$ cat src/rtl/sonic_vc_arbiter_rr.sv
// Two-input, packet-granular round-robin merge for the SoNIC VC Avalon-ST path.
// The grant is held from SOP to EOP, and each registered output beat carries its source channel.
module sonic_vc_arbiter_rr #(
    parameter int DATA_WIDTH   = 128,
    parameter int BARDEC_WIDTH = 8,
    parameter int BE_WIDTH     = 16
) (
    input  logic                    clk,
    input  logic                    reset_n,

    input  logic                    in0_valid,
    output logic                    in0_ready,
    input  logic [DATA_WIDTH-1:0]   in0_data,
    input  logic                    in0_startofpacket,
    input  logic                    in0_endofpacket,
    input  logic                    in0_empty,
    input  logic [BARDEC_WIDTH-1:0] in0_bardec,
    input  logic [BE_WIDTH-1:0]     in0_be,

    input  logic                    in1_valid,
    output logic                    in1_ready,
    input  logic [DATA_WIDTH-1:0]   in1_data,
    input  logic                    in1_startofpacket,
    input  logic                    in1_endofpacket,
    input  logic                    in1_empty,
    input  logic [BARDEC_WIDTH-1:0] in1_bardec,
    input  logic [BE_WIDTH-1:0]     in1_be,

    output logic                    out_valid,
    input  logic                    out_ready,
    output logic [DATA_WIDTH-1:0]   out_data,
    output logic                    out_startofpacket,
    output logic                    out_endofpacket,
    output logic                    out_empty,
    output logic [BARDEC_WIDTH-1:0] out_bardec,
    output logic [BE_WIDTH-1:0]     out_be,
    output logic                    out_channel,

    output logic                    proto_err,
    output logic [1:0]              state_dbg
);

    // Handshake: a beat moves on any rising edge where valid & ready are both high.
    // A source holds valid and payload until that happens. Ready never depends on
    // the source's own valid except through the IDLE grant choice.

    typedef enum logic [1:0] {
        IDLE  = 2'd0,
        LOCK0 = 2'd1,
        LOCK1 = 2'd2
    } state_t;

    state_t state, state_nxt;
    logic   last, last_nxt;
    logic   err_nxt;

    logic   accept;
    logic   gnt_valid;
    logic   gnt_sel;
    logic   xfer;

    logic [DATA_WIDTH-1:0]   sel_data;
    logic                    sel_sop;
    logic                    sel_eop;
    logic                    sel_empty;
    logic [BARDEC_WIDTH-1:0] sel_bardec;
    logic [BE_WIDTH-1:0]     sel_be;

    assign accept    = out_ready | ~out_valid;
    assign state_dbg = state;

    // In IDLE the grant goes to the lone requester. On a tie it goes to the input not served last.
    always_comb begin
        gnt_valid = 1'b0;
        gnt_sel   = 1'b0;
        case (state)
            IDLE: begin
                if (in0_valid && in1_valid) begin
                    gnt_valid = 1'b1;
                    gnt_sel   = ~last;
                end else if (in0_valid) begin
                    gnt_valid = 1'b1;
                    gnt_sel   = 1'b0;
                end else if (in1_valid) begin
                    gnt_valid = 1'b1;
                    gnt_sel   = 1'b1;
                end
            end
            LOCK0: begin
                gnt_valid = 1'b1;
                gnt_sel   = 1'b0;
            end
            LOCK1: begin
                gnt_valid = 1'b1;
                gnt_sel   = 1'b1;
            end
            default: ;
        endcase
    end

    assign in0_ready = accept & gnt_valid & ~gnt_sel;
    assign in1_ready = accept & gnt_valid &  gnt_sel;
    assign xfer      = (in0_valid & in0_ready) | (in1_valid & in1_ready);

    always_comb begin
        sel_data   = in0_data;
        sel_sop    = in0_startofpacket;
        sel_eop    = in0_endofpacket;
        sel_empty  = in0_empty;
        sel_bardec = in0_bardec;
        sel_be     = in0_be;
        if (gnt_sel) begin
            sel_data   = in1_data;
            sel_sop    = in1_startofpacket;
            sel_eop    = in1_endofpacket;
            sel_empty  = in1_empty;
            sel_bardec = in1_bardec;
            sel_be     = in1_be;
        end
    end

    // A headless beat accepted in IDLE still opens a packet, but it is flagged as a protocol error.
    always_comb begin
        state_nxt = state;
        last_nxt  = last;
        err_nxt   = proto_err;
        case (state)
            IDLE: begin
                if (xfer) begin
                    last_nxt = gnt_sel;
                    if (!sel_sop) err_nxt = 1'b1;
                    if (!sel_eop) state_nxt = gnt_sel ? LOCK1 : LOCK0;
                end
            end
            LOCK0, LOCK1: begin
                if (xfer && sel_eop) state_nxt = IDLE;
            end
            default: state_nxt = IDLE;
        endcase
    end

    always_ff @(posedge clk or negedge reset_n) begin
        if (!reset_n) begin
            state     <= IDLE;
            last      <= 1'b1;
            proto_err <= 1'b0;
        end else begin
            state     <= state_nxt;
            last      <= last_nxt;
            proto_err <= err_nxt;
        end
    end

    always_ff @(posedge clk or negedge reset_n) begin
        if (!reset_n) begin
            out_valid         <= 1'b0;
            out_data          <= '0;
            out_startofpacket <= 1'b0;
            out_endofpacket   <= 1'b0;
            out_empty         <= 1'b0;
            out_bardec        <= '0;
            out_be            <= '0;
            out_channel       <= 1'b0;
        end else if (xfer) begin
            out_valid         <= 1'b1;
            out_data          <= sel_data;
            out_startofpacket <= sel_sop;
            out_endofpacket   <= sel_eop;
            out_empty         <= sel_empty;
            out_bardec        <= sel_bardec;
            out_be            <= sel_be;
            out_channel       <= gnt_sel;
        end else if (out_ready) begin
            out_valid         <= 1'b0;
        end
    end

endmodule

$ cat config.mk
export PLATFORM = sky130hd
export DESIGN_NAME = sonic_vc_arbiter_rr
export DESIGN_NICKNAME = d
export VERILOG_FILES = /design/src/rtl/sonic_vc_arbiter_rr.sv
export SDC_FILE = /design/constraint.sdc
export NUM_CORES = 1
export LEC_CHECK = 0
export CORE_AREA = 2 2 184 186
export DETAILED_ROUTE_END_ITERATION = 7
export DIE_AREA = 0 0 186 188
export GPL_TIMING_DRIVEN = 0
export HOLD_SLACK_MARGIN = 0.02
export PLACE_DENSITY = 0.65
export SKIP_LAST_GASP = 1
export SYNTH_ARGS = -nofsm -noshare
export SYNTH_HDL_FRONTEND = slang
export SYNTH_SLANG_ARGS = --single-unit
$ cat constraint.sdc
create_clock -name clk -period 2.3 [get_ports clk]
set_input_delay 0.69 -clock clk [delete_from_list [all_inputs] [get_ports clk]]
set_output_delay 0.69 -clock clk [all_outputs]
set_load 0.02 [all_outputs]
* Word level (Yosys, flattened, before mapping)
Index checks and enable logic that the tools add are counted.
** Word-level totals
- Register bits :: 161
- Word-level logic and storage cells :: 55
- Output and inout bits :: 162
- Input port bits :: 315
** Operators by class
- Equality and inequality tests :: 5
- Muxes and demuxes :: 20
- Bitwise gates (word level) :: 11
- Reductions and logical operators :: 8
** Operators with widths (number)
- 2-to-1 mux 128 bit :: 1
- 2-to-1 mux 16 bit :: 1
- 2-to-1 mux 1 bit :: 10
- 2-to-1 mux 2 bit :: 4
- 2-to-1 mux 8 bit :: 1
- AND reduction 3 bit :: 2
- bitwise AND 1 bit :: 5
- inequality test 2 bit, second input constant :: 2
- NOT 1 bit :: 4
- case mux 1 bit (2 select lines) :: 2
- case mux 2 bit (2 select lines) :: 1
- equality test 2 x 1 -> 1 bit, second input constant :: 1
- equality test 2 bit, second input constant :: 1
- logical AND 1 bit :: 2
- zero test 2 bit :: 1
- inequality test 2 x 1 -> 1 bit, second input constant :: 1
- bitwise OR 1 bit :: 2
- AND reduction 2 bit :: 1
- nonzero test 2 bit :: 1
- OR reduction 2 bit :: 1

* Depth between registers and ports, before layout
Gate-level depths: netlist of run 1.
- Word-level depth :: 11
- Depth in mapped cells :: 11
- Depth with buffers taken out :: 6

* Worst setup path before layout of run 1
Ideal clock, no wire load.
- Kind :: register -> output
- From :: register state[0] (netlist: state_dbg[0])
- To :: output port in0_ready
- Arrival time :: 1722 ps
- Buffers on the path :: 1
- Setup slack :: -112 ps
- Cell stages (with the launch flop) :: 7
- Cell sequence :: dfrtp_1 > inv_1 > ha_1 > clkbuf_1 > o21a_1 > o21ai_0 > nor2_1
** Between the ends
- Cells in the longest elaborated chain, start to end :: 5
- Elaborated cells on any way between the ends :: 9
** RTL lines
- start: declaration :: RTL line 53 : state_t state, state_nxt;
- start signal: assignment :: RTL line 148 : state <= state_nxt;
- equality test 2 x 1 -> 1 bit / equality test 2 bit (equally long branches) :: RTL line 76 : case (state)
- OR reduction 2 bit (no line)
- case mux 1 bit (2 select lines) :: RTL line 76
- bitwise AND 1 bit :: RTL line 101 : assign in0_ready = accept & gnt_valid & ~gnt_sel;
- bitwise AND 1 bit * :: RTL line 101
- end: declaration :: RTL line 12 : output logic in0_ready,
Every way passes the cells marked *; elsewhere a longest branch is shown, timed or not.

* Worst setup path in the final report of run 1
- From :: input port out_ready
- To :: output port in0_ready
** Between the ends
- Cells in the longest elaborated chain, start to end :: 3
** RTL lines
- start: declaration :: RTL line 30 : input logic out_ready,
- bitwise OR 1 bit :: RTL line 69 : assign accept = out_ready | ~out_valid;
- bitwise AND 1 bit (2 in series) :: RTL line 101
No other way between the ends.

==> results of run 1 <==
==> stage by stage <==
step                std cells  cell area, sq um
floorplan                 717              7510
global placement         1641             12800
detailed placement       1642             12900
CTS                      1684             13600
global route             1683             13600
finish                   1685             13700
==> layer usage <==
metal	track usage, %	routed length, um
met1	17.5	11000
met2	29.2	14800
met3	4.97	2440
met4	5.54	686
met5	0	0
==> logic make-up (layout without fill, tap and decap cells) <==
family | Yosys count | count (layout) | share of synthesized area, %
AOI/OAI and AO/OA | 173 | 173 | 12.4
adders and majority gates | 3 | 3 | 0.500
buffers and inverters | 57 | 575 | 3.97
DFF | 161 | 161 | 53.7
muxes | 155 | 155 | 20.7
other | 0 | 2 | 0
and+or+nand+nor | 168 | 168 | 8.77
==> worst max-delay path by stage <==
stage                 start            to  slack (ps)  depth (start not counted)
3_3_place_gp        reset_n  state_dbg[0]       -6820                          1
6_report          out_ready     in0_ready         -90                          6
5_1_grt        state_dbg[1]     in1_ready        -140                          7
4_1_cts        state_dbg[1]     in0_ready        -120                          6
3_5_place_dp      in0_valid     in1_ready       -1370                          7
2_1_floorplan  state_dbg[0]     in1_ready          40                          6
==> where the power goes <==
part | total, W | switching (W) | internal, W
Combinational | 0.0109 | 0.00593 | 0.00502
Sequential | 0.00503 | 0.000751 | 0.00428
Clock | 0.00274 | 0.00125 | 0.00149
Total | 0.0187 | 0.00793 | 0.0108
==> placed cells by master, fill, tap and decap left out, drive strengths merged, types with 3 or more instances in the layout <==
cell and n:
a21oi 3, clkinv 5, o21ai 158, nand2 156, inv 8, mux2i 155, o21a 3, clkinvlp 3
nor2 3, clkdlybuf4s50 469, buf 44, clkbuf 43, ha 3, dfrtp 160
==> final cells by class <==
type,instances,area share (%)
tap,448,4.11
sequential,161,29.5
buffer,50,2.36
multi-input combinational,499,23.9
clock buffer,20,3.42
inverter,4,0.128
antenna,2,0.0367
clock inverter,12,0.715
timing repair buffer,489,35.8
==> state kept, by name (all words and copies together), names as in the netlist, 2 cells and up <==
| register | count |
|---|---|
| out_be | 16 |
| out_bardec | 8 |
| out_data | 128 |
| state_dbg | 2 |
==> worst max-delay path: stages <==
cell and delay [ps]:
clkdlybuf4s50_1 460, inv_1 70, a21oi_4 160, o21ai_4 100, nor2_4 90, buf_6 120
==> what timing repair did <==
item | in CTS | in global routing
hold buffers | 0 | 0
cloned | 0 | 0
setup buffers | 11 | 1
setup endpoints to repair | 160 | 78
pin swaps | 4 | 5
resized for setup | 44 | 20
==> flow_metrics.py, run 1 <==
metrics = {
    "clocking": {
        "clkSlewWorstSetupHoldPaths_ps": 70,
        "cts_tree": "built",
        "cts_root_buf": "clkbuf_16",
        "clkLatencyLatePin_ps": 420,
        "htree_levels": 4,
        "cts_max_path_buffers": 2,
        "cts_made_buffers": 17,
        "cts_sinks": 161,
    },
    "setup_path": {
        "r2r_setup_slack_ps": 150,
        "worstPathRequired_ps": 1610,
        "crit_path_end_kind": "output pin",
        "regToRegStartpoint": "last",
        "critPathKind": "in2out",
        "cp_max_fo": 3,
        "start_kind": "primary input",
        "r2r_cells": 7,
        "worst_r2r_endpoint": "out_data[69]",
        "critPathArrivalTime_ps": 1700,
    },
    "sta": {
        "fin_crit_sh_pct": 104,
        "slew_viol_final": 0,
        "period_needed_ps": 2390,
        "setup_viol": 2,
        "setup_slack_ps": -87.0,
        "whs_ps": 221,
        "rsz0062_at_grt": "yes",
        "fmax_mhz": 419,
        "relSlewSlack_pct": 59.9,
        "worst_pin_slew_ps": 601,
        "worst_clock_skew_ps": 8.99,
        "hold_violations": 0,
        "fin_tns_setup_ps": -169,
    },
    "synth": {
        "synth.largest_area_cell": "dfrtp_1",
        "ys_warn_count": 0,
        "synthArstFlopShare_pct": 100,
        "syn_area_sq_mm": 0.00750,
        "synth_top_cell_area_share_pct": 53.4,
        "synthTopCellsByCount": "dfrtp_1, o21ai_0, nand2_1",
        "synthMostInstantiatedCell": "dfrtp_1",
        "syn_nets": 1035,
        "postSynthAreaPerCell_sq_um": 10.5,
        "ys_ff_latch": 161,
        "synth-main-ff-cell": "dfrtp_1",
        "yosysSeqAreaShare_pct": 53.7,
        "synth_cells": 717,
        "synth.distinct_cells": 30,
        "synth_area_leaders": "dfrtp_1, mux2i_1, o21ai_0",
        "synth_edf_count": 0,
    },
    "power": {
        "leakage_nw": 6.14,
        "total_power_w": 0.0187,
        "ir_worst_vdd_mv": 0.513,
        "powerDensity_mw_per_mm2": 1370,
    },
    "placement": {
        "place.gp.congestion": 0.778,
        "portBuffers": 476,
        "place_hpwl_um": 22800,
        "place_ws_ps": -1370,
    },
    "global_routing": {
        "grt_util_all_layers_pct": 16.1,
        "grt_remaining_overflow": 0,
        "grt_antenna_before_repair": 2,
        "grt_pass1_vias": 7745,
        "grt_max_degree": 88,
        "grt_pass1_wl_um": 42700,
    },
    "layout": {
        "fillers": 3229,
        "drive_gt1_share_pct": 8.26,
        "final_util_pct": 41.2,
        "multi_input_area_sq_mm": 0.00327,
        "regArea_sq_mm": 0.00403,
        "area_delta_synth_final_pct": 81.9,
        "finalNetCount": 1540,
    },
    "run": {
        "cap_violations": 0,
    },
    "outcome": {
        "violations": "setup timing",
        "outcome": "finished, violations left",
    },
    "detailed_routing": {
        "ant_nets": 0,
        "routed_wl_um": 28900,
        "drc": 0,
        "routed_via_density": 4.29,
        "dr.pass1.iters": 4,
        "wire_per_inst_um": 17.2,
        "drtIter0Drc": 207,
        "num_vias": 7226,
    },
    "floorplan": {
        "die_h_um": 188,
        "die_w_um": 186,
        "num_io_pins": 477,
        "initial_utilization_pct": 22.7,
        "dieArea_sq_mm": 0.0350,
        "num_rows": 67,
        "fp.coreArea_sq_mm": 0.0331,
    },
    "hold_path": {
        "min_path_type": "in2async",
    },
}
Power figures use the tool's default switching activity.
==> run 2: changes to the inputs <==
--- a/config.mk
+++ b/config.mk
@@ -5,9 +5,9 @@
 export SDC_FILE = /design/constraint.sdc
 export NUM_CORES = 1
 export LEC_CHECK = 0
-export CORE_AREA = 2 2 184 186
+export CORE_AREA = 3 3 185 187
 export DETAILED_ROUTE_END_ITERATION = 7
-export DIE_AREA = 0 0 186 188
+export DIE_AREA = 0 0 188 190
 export GPL_TIMING_DRIVEN = 0
 export HOLD_SLACK_MARGIN = 0.02
 export PLACE_DENSITY = 0.65
==> flow_metrics.py, run 2 (same netlist as run 1, synthesis figures left out) <==
metrics = {
    "sta": {
        "setup_slack_ps": -103,
        "rsz0062_at_grt": "yes",
        "worst_pin_slew_ps": 608,
        "whs_ps": 202,
        "relSlewSlack_pct": 59.5,
        "period_needed_ps": 2400,
        "slew_viol_final": 0,
        "fin_crit_sh_pct": 104,
        "worst_clock_skew_ps": 8.99,
        "fmax_mhz": 416,
        "setup_viol": 2,
        "hold_violations": 0,
    },
    "floorplan": {
        "fp.coreArea_sq_mm": 0.0326,
        "initial_utilization_pct": 23.0,
        "dieArea_sq_mm": 0.0357,
        "num_io_pins": 477,
        "die_w_um": 188,
        "die_h_um": 190,
        "num_rows": 66,
    },
    "detailed_routing": {
        "wire_per_inst_um": 17.4,
        "drtIter0Drc": 236,
        "ant_nets": 0,
        "dr.pass1.iters": 4,
        "num_vias": 7161,
        "drc": 0,
        "routed_via_density": 4.27,
        "routed_wl_um": 29200,
    },
    "clocking": {
        "hold_buffers": 0,
        "cts_max_path_buffers": 2,
        "clkSlewWorstSetupHoldPaths_ps": 60,
        "htree_levels": 4,
        "cts_tree": "built",
        "cts_made_buffers": 17,
        "clkLatencyLatePin_ps": 420,
        "cts_sinks": 161,
        "cts_root_buf": "clkbuf_16",
    },
    "setup_path": {
        "start_kind": "primary input",
        "critPathArrivalTime_ps": 1710,
        "critPathKind": "in2out",
        "crit_path_end_kind": "output pin",
        "cp_max_fo": 6,
        "worstPathRequired_ps": 1610,
    },
    "outcome": {
        "violations": "setup timing",
        "outcome": "finished, violations left",
    },
    "global_routing": {
        "grt_util_all_layers_pct": 16.0,
        "grt_remaining_overflow": 0,
        "top_usage_layer": "met2",
        "grt_pass1_wl_um": 44200,
        "grtUsageMet1_pct": 18.2,
        "grtUsageMet2_pct": 28.6,
        "grt_max_degree": 88,
        "grt_pass1_vias": 7514,
        "grt_util_met3_pct": 5.79,
        "grt_antenna_before_repair": 0,
    },
    "layout": {
        "antennaDiodeCount": 0,
        "drive_gt1_share_pct": 8.25,
        "final_common_cell": "clkdlybuf4s50_1",
        "regMostFlops": "out_data",
        "layout_common_cells": "clkdlybuf4s50_1, dfrtp_1, o21ai_0",
        "largest_register_ffs": 128,
        "top_regs": "out_data x128, out_be x16, out_bardec x8",
        "area_delta_synth_final_pct": 82.0,
        "fillers": 3167,
        "finalNetCount": 1541,
        "final_util_pct": 41.9,
    },
    "placement": {
        "place.gp.congestion": 0.805,
        "portBuffers": 476,
        "place_hpwl_um": 23100,
    },
    "hold_path": {
        "min_path_type": "in2async",
    },
    "power": {
        "total_power_w": 0.0189,
        "leakage_nw": 6.16,
        "powerDensity_mw_per_mm2": 1380,
        "ir_worst_vdd_mv": 0.504,
    },
    "run": {
        "cap_violations": 0,
    },
}
## run 2: cell types whose count changed in the layout (fill, tap and decap cells not counted), moves of 2 or more
cell / before / now
clkbuf_4: 3 / 1
diode_2: 2 / 0
buf_6: 3 / 5
clkinv_4: 4 / 1
bufinv_16: 0 / 2
clkinv_2: 1 / 3
clkbuf_8: 3 / 0
clkbuf_2: 1 / 4
## run 2: what timing repair did
item	CTS	global route
gates cloned	0	0
buffers inserted	11	3
endpoints found under the setup margin	160	114
pin swaps	7	4
gates resized for setup	48	17
## run 2: area by class of cell
cell class | instances | area [sq um] | area share (%)
well taps | 442 | 553 | 4.05
repair buffers | 490 | 4890 | 35.8
inverters | 4 | 15.0 | 0.110
clock buffers | 20 | 437 | 3.20
plain buffers | 50 | 335 | 2.46
flip-flops and latches | 161 | 4030 | 29.5
clock inverters | 12 | 133 | 0.971
multi-input cells | 499 | 3260 | 23.9
## run 2: path summary, 6_finish.rpt
check / start / end / slack (ps) / cells after the start
min: reset_n / out_data[63] / 200 / 1
max reg2reg: state_dbg[0] / state_dbg[0] / 40 / 9
min in group clk: proto_err / proto_err / 470 / 1
max: in1_valid / in1_ready / -100 / 5
max in group asynchronous: reset_n / out_be[14] / 1240 / 2
min reg2reg: proto_err / proto_err / 470 / 1
## run 2: report_power, final
part	internal [W]	total (W)	switching (W)
registers	0.00428	0.00503	0.000754
logic	0.00505	0.0110	0.00597
clock network	0.00161	0.00282	0.00122
total	0.0109	0.0189	0.00794
## run 2: stage by stage
step | std cells | area (sq um) | TNS (ps) | worst slack, ps
final | 1678 | 13700 | -203 | -103
after detailed placement | 1636 | 12900 | -127330 | -1390
after global routing | 1678 | 13700 | -455 | -163
after global placement | 1635 | 12800 | -1124700 | -6840
after floorplan | 717 | 7510 | 0 | 35.2
after CTS | 1678 | 13600 | -288 | -146
## run 2: per-layer routing
layer | routed length (um) | part of all wire [%]
met1 | 11400 | 39
met2 | 15000 | 51
met3 | 2390 | 8.2
met5 | 0 | 0
met4 | 384 | 1.3
## run 2: critical path, stage by stage
cell             delay, ps
clkdlybuf4s15_1        350
o21a_4                 310
o21ai_4                170
nor2_4                  60
buf_6                  130
